## src/rtl/qtcore_spi_frontend.sv

```systemverilog
// SPI-style front end between the chip pins and NUM_CHAINS qtcore cores.
// A command header selects scan streaming of one core, a halt-status
// snapshot read, a run-mask write, or a discard. Between transactions
// proc_en_n runs every unmasked core and miso reports their halt status.
module qtcore_spi_frontend #(
    parameter int NUM_CHAINS = 4,
    parameter int CMD_BITS   = 4,
    parameter int CNT_W      = 16
) (
    input  logic                  clk,
    input  logic                  rst,
    input  logic                  cs_n,
    input  logic                  proc_en_n,
    input  logic                  mosi,
    output logic                  miso,
    output logic [NUM_CHAINS-1:0] chain_scan_enable,
    output logic                  chain_scan_in,
    input  logic [NUM_CHAINS-1:0] chain_scan_out,
    input  logic [NUM_CHAINS-1:0] halt_in,
    output logic [NUM_CHAINS-1:0] proc_en,
    output logic [CNT_W-1:0]      stream_count,
    output logic                  busy
);

    localparam int IDX_W  = (CMD_BITS > 2) ? CMD_BITS - 2 : 1;
    localparam int HCNT_W = $clog2(CMD_BITS + 1);
    localparam int MCNT_W = $clog2(NUM_CHAINS + 1);

    typedef enum logic [2:0] {
        S_IDLE    = 3'd0,
        S_CMD     = 3'd1,
        S_STREAM  = 3'd2,
        S_STATUS  = 3'd3,
        S_MASKWR  = 3'd4,
        S_DISCARD = 3'd5
    } state_t;

    // The header index field must be able to address the highest core.
    if (CMD_BITS < 3 || NUM_CHAINS < 1 || (NUM_CHAINS - 1) >= (1 << IDX_W)) begin : g_bad_params
        $error("qtcore_spi_frontend: CMD_BITS index field cannot address NUM_CHAINS-1");
    end

    state_t                r_state;
    state_t                w_next_state;
    logic                  r_busy;
    logic [CMD_BITS-1:0]   r_hdr;
    logic [HCNT_W-1:0]     r_hdr_cnt;
    logic [IDX_W-1:0]      r_sel;
    logic [NUM_CHAINS-1:0] r_stat_sr;
    logic [NUM_CHAINS-1:0] r_mask_sr;
    logic [MCNT_W-1:0]     r_mask_cnt;
    logic [NUM_CHAINS-1:0] r_run_mask;
    logic [CNT_W-1:0]      r_stream_cnt;

    logic [CMD_BITS-1:0]   w_hdr_next;
    logic [NUM_CHAINS-1:0] w_mask_next;
    logic [NUM_CHAINS-1:0] w_stat_shift;
    logic [1:0]            w_opcode;
    logic [IDX_W-1:0]      w_index;
    logic                  w_index_ok;
    logic                  w_hdr_last;
    logic [NUM_CHAINS-1:0] w_sel_onehot;
    logic                  w_sel_scan_out;

    // Shift-register next values and header field decode.
    always_comb begin
        w_hdr_next      = r_hdr << 1;
        w_hdr_next[0]   = mosi;
        w_mask_next     = r_mask_sr << 1;
        w_mask_next[0]  = mosi;
        w_stat_shift    = r_stat_sr << 1;
        w_opcode        = w_hdr_next[CMD_BITS-1 -: 2];
        w_index         = w_hdr_next[IDX_W-1:0];
        w_index_ok      = (int'(w_index) < NUM_CHAINS);
        w_hdr_last      = (r_hdr_cnt == HCNT_W'(CMD_BITS - 1));
    end

    // One-hot decode of the selected core and its scan-out bit.
    always_comb begin
        w_sel_onehot   = {NUM_CHAINS{1'b0}};
        w_sel_scan_out = 1'b0;
        for (int i = 0; i < NUM_CHAINS; i++) begin
            w_sel_onehot[i] = (int'(r_sel) == i);
            w_sel_scan_out  = w_sel_scan_out | (chain_scan_out[i] & (int'(r_sel) == i));
        end
    end

    // State register; busy mirrors the state that is being entered.
    always_ff @(posedge clk or negedge rst) begin
        if (!rst) begin
            r_state <= S_IDLE;
            r_busy  <= 1'b0;
        end else begin
            r_state <= w_next_state;
            r_busy  <= (w_next_state != S_IDLE);
        end
    end

    // Next-state logic: cs_n high ends any transaction.
    always_comb begin
        w_next_state = r_state;
        case (r_state)
            S_IDLE: begin
                if (!cs_n) w_next_state = S_CMD;
                else       w_next_state = S_IDLE;
            end
            S_CMD: begin
                if (cs_n) begin
                    w_next_state = S_IDLE;
                end else if (w_hdr_last) begin
                    case (w_opcode)
                        2'b00:   w_next_state = w_index_ok ? S_STREAM : S_DISCARD;
                        2'b01:   w_next_state = S_STATUS;
                        2'b10:   w_next_state = S_MASKWR;
                        default: w_next_state = S_DISCARD;
                    endcase
                end else begin
                    w_next_state = S_CMD;
                end
            end
            S_STREAM, S_STATUS, S_MASKWR, S_DISCARD: begin
                if (cs_n) w_next_state = S_IDLE;
                else      w_next_state = r_state;
            end
            default: w_next_state = S_IDLE;
        endcase
    end

    // Datapath: header capture, status snapshot, mask write, stream count.
    always_ff @(posedge clk or negedge rst) begin
        if (!rst) begin
            r_hdr        <= {CMD_BITS{1'b0}};
            r_hdr_cnt    <= {HCNT_W{1'b0}};
            r_sel        <= {IDX_W{1'b0}};
            r_stat_sr    <= {NUM_CHAINS{1'b0}};
            r_mask_sr    <= {NUM_CHAINS{1'b0}};
            r_mask_cnt   <= {MCNT_W{1'b0}};
            r_run_mask   <= {NUM_CHAINS{1'b1}};
            r_stream_cnt <= {CNT_W{1'b0}};
        end else if (!cs_n) begin
            case (r_state)
                S_IDLE: begin
                    r_hdr        <= {{(CMD_BITS-1){1'b0}}, mosi};
                    r_hdr_cnt    <= HCNT_W'(1);
                    r_stream_cnt <= {CNT_W{1'b0}};
                end
                S_CMD: begin
                    r_hdr     <= w_hdr_next;
                    r_hdr_cnt <= r_hdr_cnt + HCNT_W'(1);
                    if (w_hdr_last) begin
                        r_sel      <= w_index;
                        r_mask_cnt <= {MCNT_W{1'b0}};
                        if (w_opcode == 2'b01) r_stat_sr <= halt_in;
                    end
                end
                S_STREAM: begin
                    if (r_stream_cnt != {CNT_W{1'b1}}) r_stream_cnt <= r_stream_cnt + CNT_W'(1);
                end
                S_STATUS: begin
                    r_stat_sr <= w_stat_shift;
                end
                S_MASKWR: begin
                    if (int'(r_mask_cnt) < NUM_CHAINS) begin
                        r_mask_sr  <= w_mask_next;
                        r_mask_cnt <= r_mask_cnt + MCNT_W'(1);
                        if (int'(r_mask_cnt) == NUM_CHAINS - 1) r_run_mask <= w_mask_next;
                    end
                end
                default: ;
            endcase
        end
    end

    // Pin outputs: select path has priority over the processor-run path.
    always_comb begin
        chain_scan_enable = {NUM_CHAINS{1'b0}};
        chain_scan_in     = 1'b0;
        miso              = 1'b0;
        proc_en           = {NUM_CHAINS{1'b0}};
        if (!rst) begin
            chain_scan_enable = {NUM_CHAINS{1'b0}};
        end else begin
            if (r_state == S_STREAM) begin
                chain_scan_enable = w_sel_onehot & {NUM_CHAINS{!cs_n}};
                chain_scan_in     = mosi;
            end else begin
                chain_scan_in     = 1'b0;
            end
            if (!cs_n) begin
                case (r_state)
                    S_STREAM: miso = w_sel_scan_out;
                    S_STATUS: miso = r_stat_sr[NUM_CHAINS-1];
                    default:  miso = 1'b0;
                endcase
            end else if (!proc_en_n) begin
                miso = |(halt_in & r_run_mask);
            end else begin
                miso = 1'b0;
            end
            if (cs_n && !proc_en_n && (r_state == S_IDLE)) proc_en = r_run_mask;
            else                                          proc_en = {NUM_CHAINS{1'b0}};
        end
    end

    assign stream_count = r_stream_cnt;
    assign busy         = r_busy;

endmodule

```

## config.mk

```make
export PLATFORM = sky130hd
export DESIGN_NAME = qtcore_spi_frontend
export DESIGN_NICKNAME = d
export VERILOG_FILES = /design/src/rtl/qtcore_spi_frontend.sv
export SDC_FILE = /design/constraint.sdc
export NUM_CORES = 1
export LEC_CHECK = 0
export ABC_CLOCK_PERIOD_IN_PS = 2200
export BUFFER_PORTS_ARGS = -buffer_cell sky130_fd_sc_hd__buf_2
export CORE_MARGIN = 2
export CORE_UTILIZATION = 38
export DETAILED_ROUTE_END_ITERATION = 16
export MAX_ROUTING_LAYER = met4
export PLACE_DENSITY_LB_ADDON = 0.15
export SLEW_MARGIN = 20
export SYNTH_ARGS = -nofsm -noshare
export SYNTH_HDL_FRONTEND = slang
export SYNTH_SLANG_ARGS = --single-unit
```

## constraint.sdc

```tcl
create_clock -name clk -period 2.2 [get_ports clk]
set_clock_uncertainty 0.1 [all_clocks]
set_input_delay 0.33 -clock clk [delete_from_list [all_inputs] [get_ports clk]]
set_output_delay 0.33 -clock clk [all_outputs]
set_load 0.05 [all_outputs]
```

# Word-level counts from Yosys, hierarchy flattened
# Cells that the tools add are included.
[word_totals] register_bits=42 in_bits=13 output_inout_bits=27 word_cells=88
[op_classes] addsub=3 magnitude_cmp=1 eq_ne=17 muxes=26 n_bitwise=10 reduce_logical=21
[op_table] operator="16-bit one-hot mux with 2 select lines" n=1
[op_table] operator="4-bit two-way mux" n=6
[op_table] operator="3-bit one-hot mux with 2 select lines" n=3
[op_table] operator="3-bit one-hot mux with 3 select lines" n=2
[op_table] operator="16-bit by 1-bit adder with 16-bit output (second input constant)" n=1
[op_table] operator="16-bit two-way mux" n=1
[op_table] operator="16-bit != test (second input constant)" n=1
[op_table] operator="3-bit two-way mux" n=5
[op_table] operator="4-bit AND reduction" n=3
[op_table] operator="3-bit by 2-bit equality test with 1-bit output (second input constant)" n=3
[op_table] operator="3-bit equality test (second input constant)" n=3
[op_table] operator="3-bit AND reduction" n=3
[op_table] operator="4-bit bitwise AND" n=2
[op_table] operator="2-bit != test (second input constant)" n=4
[op_table] operator="4-bit one-hot mux with 2 select lines" n=1
[op_table] operator="2-bit nonzero test" n=4
[op_table] operator="4-bit OR reduction" n=2
[op_table] operator="3-bit by 1-bit adder with 3-bit output (second input constant)" n=2
[op_table] operator="2-bit equality test (second input constant)" n=3
[op_table] operator="1-bit two-way mux" n=6
[op_table] operator="1-bit bitwise AND" n=4
[op_table] operator="2-bit by 1-bit equality test with 1-bit output (second input constant)" n=2
[op_table] operator="2-bit logical NOT" n=2
[op_table] operator="3-bit by 1-bit equality test with 1-bit output (second input constant)" n=1
[op_table] operator="other kinds (9)" n=13

# Depth between registers and ports, before layout
[depth] depth_word=8 ltp_mapped=6

# Least setup slack after synthesis
# Ideal clock, no wire load.
[synth_timing] kind="register to output" start="register r_state[2]" end="output chain_scan_enable[2]" arrival_ps=2473 required_time_ps=1770 path_slack_ps=-703 path_stages_with_launch=6 path_buffers=2 path_cell_list="dfrtp_1 buf_2 nor3b_1 clkbuf_1 nand2_1 nor3b_1"
[synth_between] elab_chain_cells=3
[synth_rtl] item="start: declaration" line="43" rtl="state_t r_state;"
[synth_rtl] item="start signal: assignment" line="94" rtl="r_state <= w_next_state;"
[synth_rtl] item="3-bit by 2-bit equality test with 1-bit output" line="183" rtl="if (r_state == S_STREAM) begin"
[synth_rtl] item="4-bit two-way mux" line="183"
[synth_rtl] item="4-bit two-way mux" line="180" rtl="if (!rst) begin"
[synth_rtl] item="end: declaration" line="16" rtl="output logic [NUM_CHAINS-1:0] chain_scan_enable,"
# Every way passes these cells.

# Final worst setup path
[layout_timing] start="register r_sel[0]" end="output miso"
[layout_between] elab_chain_cells=8 word_cells_on_any_way=14 classes_between="3 x eq/ne; 3 x mux; 7 x bitwise; 1 x reduce/logical"
[layout_rtl] item="start: declaration" line="48" rtl="logic [IDX_W-1:0] r_sel;"
[layout_rtl] item="start signal: assignment" line="134" rtl="r_sel <= {IDX_W{1'b0}};"
[layout_rtl] item="start signal: assignment" line="151" rtl="r_sel <= w_index;"
[layout_rtl] item="2-bit equality test / 2-bit logical NOT (equally long branches)" line="84" rtl="w_sel_scan_out = w_sel_scan_out | (chain_scan_out[i] & (int'(r_sel) == i));"
[layout_rtl] item="1-bit bitwise AND" line="84"
[layout_rtl] item="1-bit OR (2 in a row)" line="84"
[layout_rtl] item="1-bit OR (*)" line="84"
[layout_rtl] item="1-bit one-hot mux with 2 select lines (*)" line="190" rtl="case (r_state)"
[layout_rtl] item="1-bit two-way mux (*)" line="189" rtl="if (!cs_n) begin"
[layout_rtl] item="1-bit two-way mux (*)" line="180"
[layout_rtl] item="end: declaration" line="15" rtl="output logic miso,"
# Mark *: on every way between the ends. The rest lies on a longest branch, timed or not.

==> results.sh <==
export IMPL_cts_root_buf="clkbuf_8"
export IMPL_final_max_slew_violation_count=0
export IMPL_grt_max_degree=43
export IMPL_async_reset_ff_share_pct=100.0
export IMPL_maxCapViolCount=0
export IMPL_grt_ovfl_total=0
export IMPL_nets=313
export IMPL_antenna_found_initial=0
export IMPL_area_growth_pct=25.66
export IMPL_vias=1938
export IMPL_final_period_utilization_pct=97.79
export IMPL_finalInstanceArea_um2=2904
export IMPL_grt_usage_pct=18.16
export IMPL_drt_iter0_drc=88
export IMPL_run_status="finished, final reports clean"
export IMPL_grt_pass1_wl_mm=8.970
export IMPL_synth_adder_area_share_pct=4.873
export IMPL_coreArea_um2=5886
export IMPL_ys_seq_area_share_pct=45.70
export IMPL_synth_top_cell_by_area="dfrtp_1"
export IMPL_relSlewSlack_pct=50.50
export IMPL_irDropWorstVdd_mv=0.4529
export IMPL_dieHeight_um=81.99
export IMPL_hpwl_mm=4.100
export IMPL_clock_sinks=42
export IMPL_synth_avg_cell_area_um2=9.876
export IMPL_ys_top_cells_by_count="dfrtp_1 (38), nand2_1 (34), o21ai_0 (14)"
export IMPL_drc=0
export IMPL_clk_pin_slew_ns=0.08
export IMPL_synth_fp_nets=256
export IMPL_htree_levels=2
export IMPL_synth_mux_area_share_pct=7.851
export IMPL_fmax_mhz=464.8
export IMPL_synth_compound_area_share_pct=16.40
export IMPL_netlist_top_cells_area="dfrtp_1 (41%), nand2_1 (5.5%), ha_1 (4.9%)"
export IMPL_wl_per_cell_um=15.02
export IMPL_synth_xor_area_share_pct=0
export IMPL_tightest_slew_ns=0.7390
export IMPL_hold_path_class="in -> async"
export IMPL_postLayoutCoreUtil_pct=49.34
export IMPL_drive_gt1_share_pct=31.85
export IMPL_routed_wl_mm=5.513
export IMPL_fin_cells=367
export IMPL_rsz0062_at_grt="true"
export IMPL_numCtsBuffers=5
export IMPL_std_cell_rows=28
export IMPL_synth_simple_area_share_pct=21.98
export IMPL_die_w_um=81.99
export IMPL_drt_pass1_iterations=4
export IMPL_path_class="reg -> out"
export IMPL_gp_congestion=0.8764
export IMPL_netlist_area_um2=2311
export IMPL_die_area_um2=6722
export IMPL_cts_tree="done"
export IMPL_critPathMaxFanout=6
export IMPL_arrival_ns=1.72
export IMPL_clockBufferDepth=2
export IMPL_cp_required_ns=1.77
export IMPL_grt_pass1_vias=1820
export IMPL_p_leak_nw=1.372
export IMPL_drtAntennaViolNets=0
export IMPL_hold_viol=0
export IMPL_yosys_warnings=0
export IMPL_synth_top_family_by_area="simple AND/OR/NAND/NOR gates"
export IMPL_setup_viol=0
export IMPL_start_kind="flop"
export IMPL_synth_top_flop_cell="dfrtp_1"
export IMPL_viasPerCell=5.281
export IMPL_yosysTopAreaCellShare_pct=41.15
export IMPL_synth_edf_count=0
export IMPL_p_per_area_nw_per_um2=721.1
export IMPL_start_util_pct=39.26
export IMPL_worstSkewPairLatency_ns=0.29
export IMPL_fin_worst_hold_slack_ns=0.07229
export IMPL_synth_cells=234
export IMPL_period_minus_slack_ns=2.151
export IMPL_synth_most_common_cell="dfrtp_1"
export IMPL_postPlaceCellArea_um2=2718
export IMPL_end_kind="primary output"
export IMPL_io_pins=40
export IMPL_io_buffers=39
export IMPL_synth_cell_type_count=50
export IMPL_dp_cells=358
export IMPL_antennaDiodeCount=0
export IMPL_synth_seq_cells=42
[path summary, 6_finish.rpt]
kind                               from         endpoint  slack, ns  depth (start not counted)
max                            r_sel[0]             miso       0.05                          4
min                                 rst     r_mask_sr[0]       0.07                          2
max reg2reg                  r_state[0]  stream_count[0]       0.20                          3
min reg2reg                r_hdr_cnt[2]     r_hdr_cnt[2]       0.39                          2
max in group asynchronous           rst  stream_count[0]       1.53                          2
min in group clk                   mosi     r_mask_sr[0]       0.19                          3
[critical path: stages, from the launching register on]
cell and delay [ns]:
dfrtp_2 0.43, mux4_2 0.53, a32oi_2 0.18, o22ai_2 0.10, buf_4 0.20
[stage by stage]
| step | total power [mW] | TNS (ns) | setup WS, ns |
|---|---|---|---|
| after global routing | 2.225 | -0.03246 | -0.03212 |
| after global placement | 1.333 | 0 | 0.2928 |
| after detailed placement | 1.342 | 0 | 0.2431 |
| after CTS | 2.098 | 0 | 0.01324 |
| final | 2.094 | 0 | 0.04867 |
| after floorplan | 1.219 | -0.2682 | -0.1681 |
[layout make-up]
class / instances / area [um^2]
Multi-Input combinational cell: 177 / 1230
Clock inverter: 2 / 60.06
Tap cell: 75 / 93.84
Fill cell: 554 / 2982
Clock buffer: 6 / 82.58
Inverter: 8 / 30.03
Sequential cell: 42 / 1060
Timing Repair Buffer: 57 / 347.8
[cells by family after synthesis]
family                     after synthesis
DFF                                     42
adders and majority gates                9
muxes                                   16
and+or+nand+nor                         97
AOI/OAI and AO/OA                       55
buffers and inverters                   15
[cells in the final DEF (no fill, tap or decap), drive strengths merged, types with 2 or more instances in the layout]
cell     Yosys  final
nand3b       2      2
a2bb2oi      2      2
dfrtp       38     38
a221o        2      2
a21oi        8      8
o2bb2ai      3      3
nor4         5      5
nor2         8      8
a31oi        5      5
o21ai       14     14
nand2       34     34
mux2         7      7
and3b        2      2
and3         4      4
nor3b        4      4
a32oi        2      2
and2         5      5
ha           9      9
nor2b        3      3
nor3        10     10
inv          8      8
or3          3      3
buf          4     53
nand3        8      8
mux2i        8      8
clkbuf       3     10
dfstp        4      4
a22o         5      5
a21o         4      4
or2          2      2
bufinv       0      2
nand4        3      3
[per-layer routing]
metal	vias to the layer above	share of wire, %	global-route usage [%]
li1	981	-	-
met1	932	49	24.16
met2	20	47	28.46
met3	5	2.5	3.297
met4	0	0.87	5.000
met5	-	0	-
[flip-flops by register name, summed over array words and instances, names as in the netlist]
register / count
stream_count: 16
r_stat_sr: 4
r_mask_cnt: 3
r_sel: 2
r_run_mask: 4
r_hdr_cnt: 3
r_hdr: 3
r_mask_sr: 3
r_state: 3
busy: 1
[repair_timing]
action / in CTS / in global routing
setup endpoints to repair: 3 / 8
buffers inserted: 0 / 1
hold buffers: 0 / 0
gates resized for setup: 3 / 10
pin swaps: 0 / 1
[power by group]
group / switching [mW] / total (mW) / leakage [nW] / internal, mW
logic: 0.196 / 0.378 / 0.751 / 0.182
clock network: 0.263 / 0.747 / 0.0714 / 0.484
registers: 0.101 / 0.969 / 0.550 / 0.868
(Power assumes the default switching activity.)
